### config.mk
export PLATFORM = sky130hd
export DESIGN_NAME = pipelined_adder
export DESIGN_NICKNAME = d
export VERILOG_FILES = /design/src/rtl/adder_pkg.sv /design/src/rtl/adder_slice.sv /design/src/rtl/pipelined_adder.sv
export SDC_FILE = /design/constraint.sdc
export NUM_CORES = 1
export LEC_CHECK = 0
export ABC_AREA = 1
export BUFFER_PORTS_ARGS = -buffer_cell sky130_fd_sc_hd__buf_2
export CAP_MARGIN = 20
export CORE_ASPECT_RATIO = 1.1
export CORE_MARGIN = 2
export CORE_UTILIZATION = 50
export CTS_CLUSTER_DIAMETER = 200
export CTS_CLUSTER_SIZE = 24
export DETAILED_ROUTE_END_ITERATION = 12
export PLACE_DENSITY = 0.71
export SLEW_MARGIN = 10
export SYNTH_ARGS = -nofsm -noshare
export SYNTH_HDL_FRONTEND = slang
export SYNTH_HIERARCHICAL = 1
export SYNTH_SLANG_ARGS = --single-unit
export TNS_END_PERCENT = 5
### constraint.sdc
create_clock -name clk -period 5.6 [get_ports clk]
set_clock_uncertainty 0.1 [all_clocks]
set_input_delay 0.28 -clock clk [delete_from_list [all_inputs] [get_ports clk]]
set_output_delay 0.28 -clock clk [all_outputs]
set_load 0.01 [all_outputs]
### src/rtl/adder_pkg.sv
// ============================================================================
// Module  : adder_pkg
// Brief   : Shared defaults, stage-count helper, full adder and stage record
// Revision: 1.0  initial release
// ============================================================================
`default_nettype none

package adder_pkg;

    localparam int DEF_WIDTH      = 16;
    localparam int DEF_STAGE_BITS = 4;

    function automatic int num_stages(input int width, input int stage_bits);
        return width / stage_bits;
    endfunction

    // Returns {carry_out, sum}.
    function automatic logic [1:0] full_add(input logic x, input logic y, input logic c);
        return {(x & y) | (c & (x ^ y)), x ^ y ^ c};
    endfunction

    // Stage-register layout at the default width; the top level declares the
    // same record sized by its own parameters.
    typedef struct packed {
        logic                 valid;
        logic [DEF_WIDTH-1:0] sum;
        logic [DEF_WIDTH-1:0] opa;
        logic [DEF_WIDTH-1:0] opb;
        logic                 carry;
    } stage_reg_t;

endpackage

`default_nettype wire

### src/rtl/adder_slice.sv
// ============================================================================
// Module  : adder_slice
// Brief   : Combinational STAGE_BITS-wide ripple slice of full adders
// Revision: 1.0  initial release
// ============================================================================
`default_nettype none

module adder_slice
    import adder_pkg::*;
#(
    parameter int STAGE_BITS = DEF_STAGE_BITS
) (
    input  logic [STAGE_BITS-1:0] a,
    input  logic [STAGE_BITS-1:0] b,
    input  logic                  ci,
    output logic [STAGE_BITS-1:0] s,
    output logic                  co,
    output logic                  cm
);

    logic w_carry;

    // cm is the carry entering the slice MSB, used for signed overflow.
    always_comb begin
        w_carry = ci;
        cm      = ci;
        s       = '0;
        for (int i = 0; i < STAGE_BITS; i++) begin
            if (i == STAGE_BITS - 1) begin
                cm = w_carry;
            end
            {w_carry, s[i]} = full_add(a[i], b[i], w_carry);
        end
        co = w_carry;
    end

endmodule

`default_nettype wire

### src/rtl/pipelined_adder.sv
// ============================================================================
// Module  : pipelined_adder
// Brief   : Pipelined add/subtract with valid/ready at both ends
// Revision: 1.0  initial release
// ============================================================================
`default_nettype none

module pipelined_adder
    import adder_pkg::*;
#(
    parameter int WIDTH      = DEF_WIDTH,
    parameter int STAGE_BITS = DEF_STAGE_BITS
) (
    input  logic             clk,
    input  logic             rst_n,
    input  logic             in_valid,
    output logic             in_ready,
    input  logic [WIDTH-1:0] a,
    input  logic [WIDTH-1:0] b,
    input  logic             cin,
    input  logic             sub,
    output logic             out_valid,
    input  logic             out_ready,
    output logic [WIDTH-1:0] sum,
    output logic             cout,
    output logic             overflow
);

    localparam int STAGES = num_stages(WIDTH, STAGE_BITS);

    if ((STAGE_BITS <= 0) || (WIDTH % STAGE_BITS != 0)) begin : g_cfg_check
        $error("pipelined_adder: WIDTH must be a positive multiple of STAGE_BITS");
    end

    // Partial sum fills from the top; operands shift down so that bits
    // [STAGE_BITS-1:0] are always the next slice to resolve.
    typedef struct packed {
        logic             valid;
        logic [WIDTH-1:0] sum;
        logic [WIDTH-1:0] opa;
        logic [WIDTH-1:0] opb;
        logic             carry;
    } stage_t;

    stage_t w_stage [STAGES+1];
    logic   w_adv;
    logic   w_msb_carry;

    assign w_adv    = !w_stage[STAGES].valid || out_ready;
    assign in_ready = rst_n & w_adv;

    assign w_stage[0] = '{valid: in_valid,
                          sum:   '0,
                          opa:   a,
                          opb:   b ^ {WIDTH{sub}},
                          carry: cin ^ sub};

    for (genvar k = 0; k < STAGES; k++) begin : g_stage
        logic [STAGE_BITS-1:0] w_s;
        logic                  w_co;
        logic                  w_cm;
        stage_t                r_stage;

        adder_slice #(
            .STAGE_BITS (STAGE_BITS)
        ) u_slice (
            .a  (w_stage[k].opa[STAGE_BITS-1:0]),
            .b  (w_stage[k].opb[STAGE_BITS-1:0]),
            .ci (w_stage[k].carry),
            .s  (w_s),
            .co (w_co),
            .cm (w_cm)
        );

        always_ff @(posedge clk) begin
            if (!rst_n) begin
                r_stage <= '0;
            end else if (w_adv) begin
                r_stage.valid <= w_stage[k].valid;
                r_stage.sum   <= (w_stage[k].sum >> STAGE_BITS)
                               | (WIDTH'(w_s) << (WIDTH - STAGE_BITS));
                r_stage.opa   <= w_stage[k].opa >> STAGE_BITS;
                r_stage.opb   <= w_stage[k].opb >> STAGE_BITS;
                r_stage.carry <= w_co;
            end
        end

        assign w_stage[k+1] = r_stage;

        if (k == STAGES - 1) begin : g_last
            logic r_msb_carry;

            always_ff @(posedge clk) begin
                if (!rst_n) begin
                    r_msb_carry <= 1'b0;
                end else if (w_adv) begin
                    r_msb_carry <= w_cm;
                end
            end

            assign w_msb_carry = r_msb_carry;
        end
    end

    assign out_valid = w_stage[STAGES].valid;
    assign sum       = w_stage[STAGES].sum;
    assign cout      = w_stage[STAGES].carry;
    assign overflow  = w_stage[STAGES].carry ^ w_msb_carry;

endmodule

`default_nettype wire

### Word level (Yosys, flattened, before mapping)

Cells that the tools add are included.

* output and inout bits: 20
* word-level logic and storage cells: 108
* input bits: 38
* register bits: 109

* reductions and logical operators: 2
* bitwise logic cells: 87

Operator list (count)
* $or A12 B16 Y16: 3
* $xor A1 B1 Y1: 34
* $and A1 B1 Y1: 33
* $or A1 B1 Y1: 16
* $xor A16 B16 Y16: 1
* $logic_not A1 Y1: 1
* $logic_or A1 B1 Y1: 1

### Logic depth before layout (Yosys ltp)

* word-level depth: 10
* gate-level depth with buffers: 12
* depth with buffers taken out: 11

### Hierarchy

Netlist, hierarchy kept.

Modules (own cells, without submodules)
* pipelined_adder: area each 3950.0 sq um, instances 1, cells an instance 499
* adder_slice: area each 117.6 sq um, instances 4, cells an instance 14

### Worst setup path after synthesis

Ideal clock, no wire load.

* path type: input port to flip-flop
* from: input sub
* to: register g_stage[0].r_stage[48] (netlist name)
* required time: 5.386 ns
* cell stages on the path: 12
* data arrival time: 2.218 ns
* path slack: 3.168 ns
* cells stage by stage: buf_2 xor2_1 inv_1 fa_1 inv_1 fa_1 inv_1 fa_1 inv_1 fa_1 nor2_1 nor2_1

RTL lines
* start, declared: RTL line pipelined_adder.sv:21 `input logic sub,`
* end, declared: RTL line pipelined_adder.sv:62 `stage_t r_stage;`

### Worst setup path in the final report

* from: register g_stage[3].r_stage (netlist bit out_valid)
* to: output in_ready

* cells in the longest elaborated chain, start to end: 3

RTL lines
* start, declared: RTL line pipelined_adder.sv:62
* $logic_not A1 Y1: RTL line pipelined_adder.sv:49 `assign w_adv = !w_stage[STAGES].valid || out_ready;`
* $logic_or A1 B1 Y1: RTL line pipelined_adder.sv:49
* $and A1 B1 Y1: RTL line pipelined_adder.sv:50 `assign in_ready = rst_n & w_adv;`
* end, declared: RTL line pipelined_adder.sv:17 `output logic in_ready,`

Every way passes these cells.

==> run metrics <==
outcome finished clean; #FFs+latches synth 97; Pleak 2.15 nW; H-tree depth 3; GRT Util Overall 0.172; PortBufs 57; Fmax achieved 357 MHz; fin nets 630; setup_tns 0 ns; Worst-Margin Slew 0.639 ns; HP Class primary input to flop; layout cells sized above 1 0.136; hold_buf cts 0; Ys Warns 6; period utilization 0.500; Mean Syn Cell Area 7.96 um^2; Clk pin slew, worst setup/hold paths 0.10 ns; slowest cell on the critical path dfxtp_1; critical path required time 5.22 ns; arrival time of the worst setup path 2.42 ns; DR vias 3215; Rel. slew slack 0.572; first-pass GRT wire length 13300 um; row cnt 35; die width 93.7 um; total grt overflow 0; Final Slew Violations 0; initial antenna violation count 0; synthesized area 0.00442 mm^2; First-pass DRT Iterations 4; # IOs 58; Initial Util 0.520; largest net degree at the start of global routing 86; HPWL Detailed 4980 um; area growth from synthesis to layout 7.73%; Worst path max stage delay 0.66 ns; die height 103 um; Synth cell types 16; WL final 7660 um; post-route ant nets 0; Num Clock Sinks 97; CTS Buf Count 9; post-synthesis sequential area ratio 0.439; number of antenna diodes 0; die area 0.00961 mm^2; gp weighted congestion 0.762; Remaining DRCs 0; routed vias/inst 4.65; startpoint types flop; cells along the critical path inv_2, nor2_4, buf_4, nor2_1, buf_2; clock tree buffer depth 2; r2r setup slk 3.26 ns; CTS-repair resized insts 0; clock root buffer clkbuf_8; crit path capture type primary output; Fillers 848; clock tree from TritonCTS built; number of global-route vias before repair 3079; DR WL/cell 11.1 um; Hold Path Depth 3; RSZ-0062 raised after global routing no; Worst-Skew Late Latency 0.36 ns; Final Setup Violations 0; VDD IR max 0.112 mV; max-cap check violation count 0; net count after synthesis 609; core box area 0.00850 mm^2; First DRT Iteration DRCs 105; top fanout value on the critical path 59; Worst R2R Path Depth 10; final hold slack 0.0296 ns; final hold vios 0; minimum clock period 2.80 ns; Setup Fix Bufs, Post-CTS 0; worst setup path class flop to primary output; Cell Pwr Density 284 mW/mm^2; synthesized instance count 555
==> logic make-up (layout without fill, tap and decap cells) <==
group                      count (synthesis)  count (layout)  share of synthesized area
AOI/OAI and AO/OA                         84              84                      0.142
xor gates and xnor gates                   6               6                     0.0119
adders and majority gates                 16              16                     0.0725
buffers and inverters                     95             121                      0.104
DFF                                       97              97                      0.439
and+or+nand+nor                          257             257                      0.231
==> synthesized netlist by cell type (all sizes together) <==
| cell | instances | share of area |
|---|---|---|
| a21oi | 1 | 0.0011 |
| buf | 38 | 0.055 |
| clkbuf | 12 | 0.010 |
| dfxtp | 97 | 0.44 |
| fa | 16 | 0.072 |
| inv | 45 | 0.038 |
| nand2 | 39 | 0.034 |
| nand3b | 12 | 0.020 |
| nor2 | 206 | 0.18 |
| o21bai | 83 | 0.14 |
| xor2 | 6 | 0.012 |
==> metal layers <==
metal | track usage | part of all wire
met3 | 0.0417 | 0.035
met2 | 0.296 | 0.46
met4 | 0.0569 | 0.013
met5 | 0 | 0
met1 | 0.214 | 0.49
==> flip-flops by register name (all words and copies together) (netlist names) <==
| name | cells |
|---|---|
| out_valid | 1 |
| g_stage.g_last.r_msb_carry | 1 |
| sum | 16 |
| cout | 1 |
| g_stage.r_stage | 78 |
==> stage by stage <==
step           setup slack [ns]  utilization  total power, mW  instances  cell area [um^2]
4_1_cts                    2.76        0.558             1.37        691              4740
3_3_place_gp               3.11        0.538            0.964        675              4570
3_5_place_dp               3.01        0.538            0.970        675              4570
6_report                   2.80        0.561             1.35        692              4760
2_1_floorplan              3.17            -            0.927        555              4420
5_1_grt                    2.54        0.561             1.43        692              4760
==> critical path: cells and delay by family (launching register included) <==
family | cells | cell delay [ns]
buffers and inverters | 3 | 0.83
AND/OR/NAND/NOR | 2 | 0.55
flip-flops | 1 | 0.66
==> layout make-up <==
| type | count | area, um^2 | area share |
|---|---|---|---|
| Clock buffer | 10 | 128 | 0.0268 |
| Clock inverter | 6 | 43.8 | 0.00920 |
| Tap cell | 111 | 139 | 0.0292 |
| Multi-Input combinational cell | 363 | 2020 | 0.424 |
| Inverter | 45 | 169 | 0.0355 |
| Timing Repair Buffer | 60 | 320 | 0.0673 |
| Sequential cell | 97 | 1940 | 0.408 |
==> cell usage in the layout (no fill, tap or decap) <==
cell,instances
clkinvlp_4,1
nand2_1,38
fa_1,16
buf_4,2
o21bai_1,83
buf_12,1
inv_6,1
inv_1,43
nand3b_1,12
xor2_1,6
a21oi_1,1
nand2_2,1
nor2_4,1
dfxtp_1,97
buf_2,57
clkbuf_1,1
nor2_1,205
clkinv_2,2
clkinv_4,2
inv_2,2
clkbuf_8,9
==> final timing paths <==
kind / start / to
min: a[14] / g_stage[0].r_stage[27]
max: out_valid / in_ready
max reg2reg: g_stage[2].r_stage[17] / sum[15]
min reg2reg: g_stage[2].r_stage[49] / out_valid
==> power by group <==
group | internal, mW | switching [mW] | leakage, nW | total (mW)
clock network | 0.163 | 0.235 | 0.0866 | 0.398
registers | 0.742 | 0.0281 | 0.798 | 0.770
logic | 0.0854 | 0.0995 | 1.27 | 0.185
total | 0.990 | 0.363 | 2.15 | 1.35
Power figures use the tool's default switching activity.
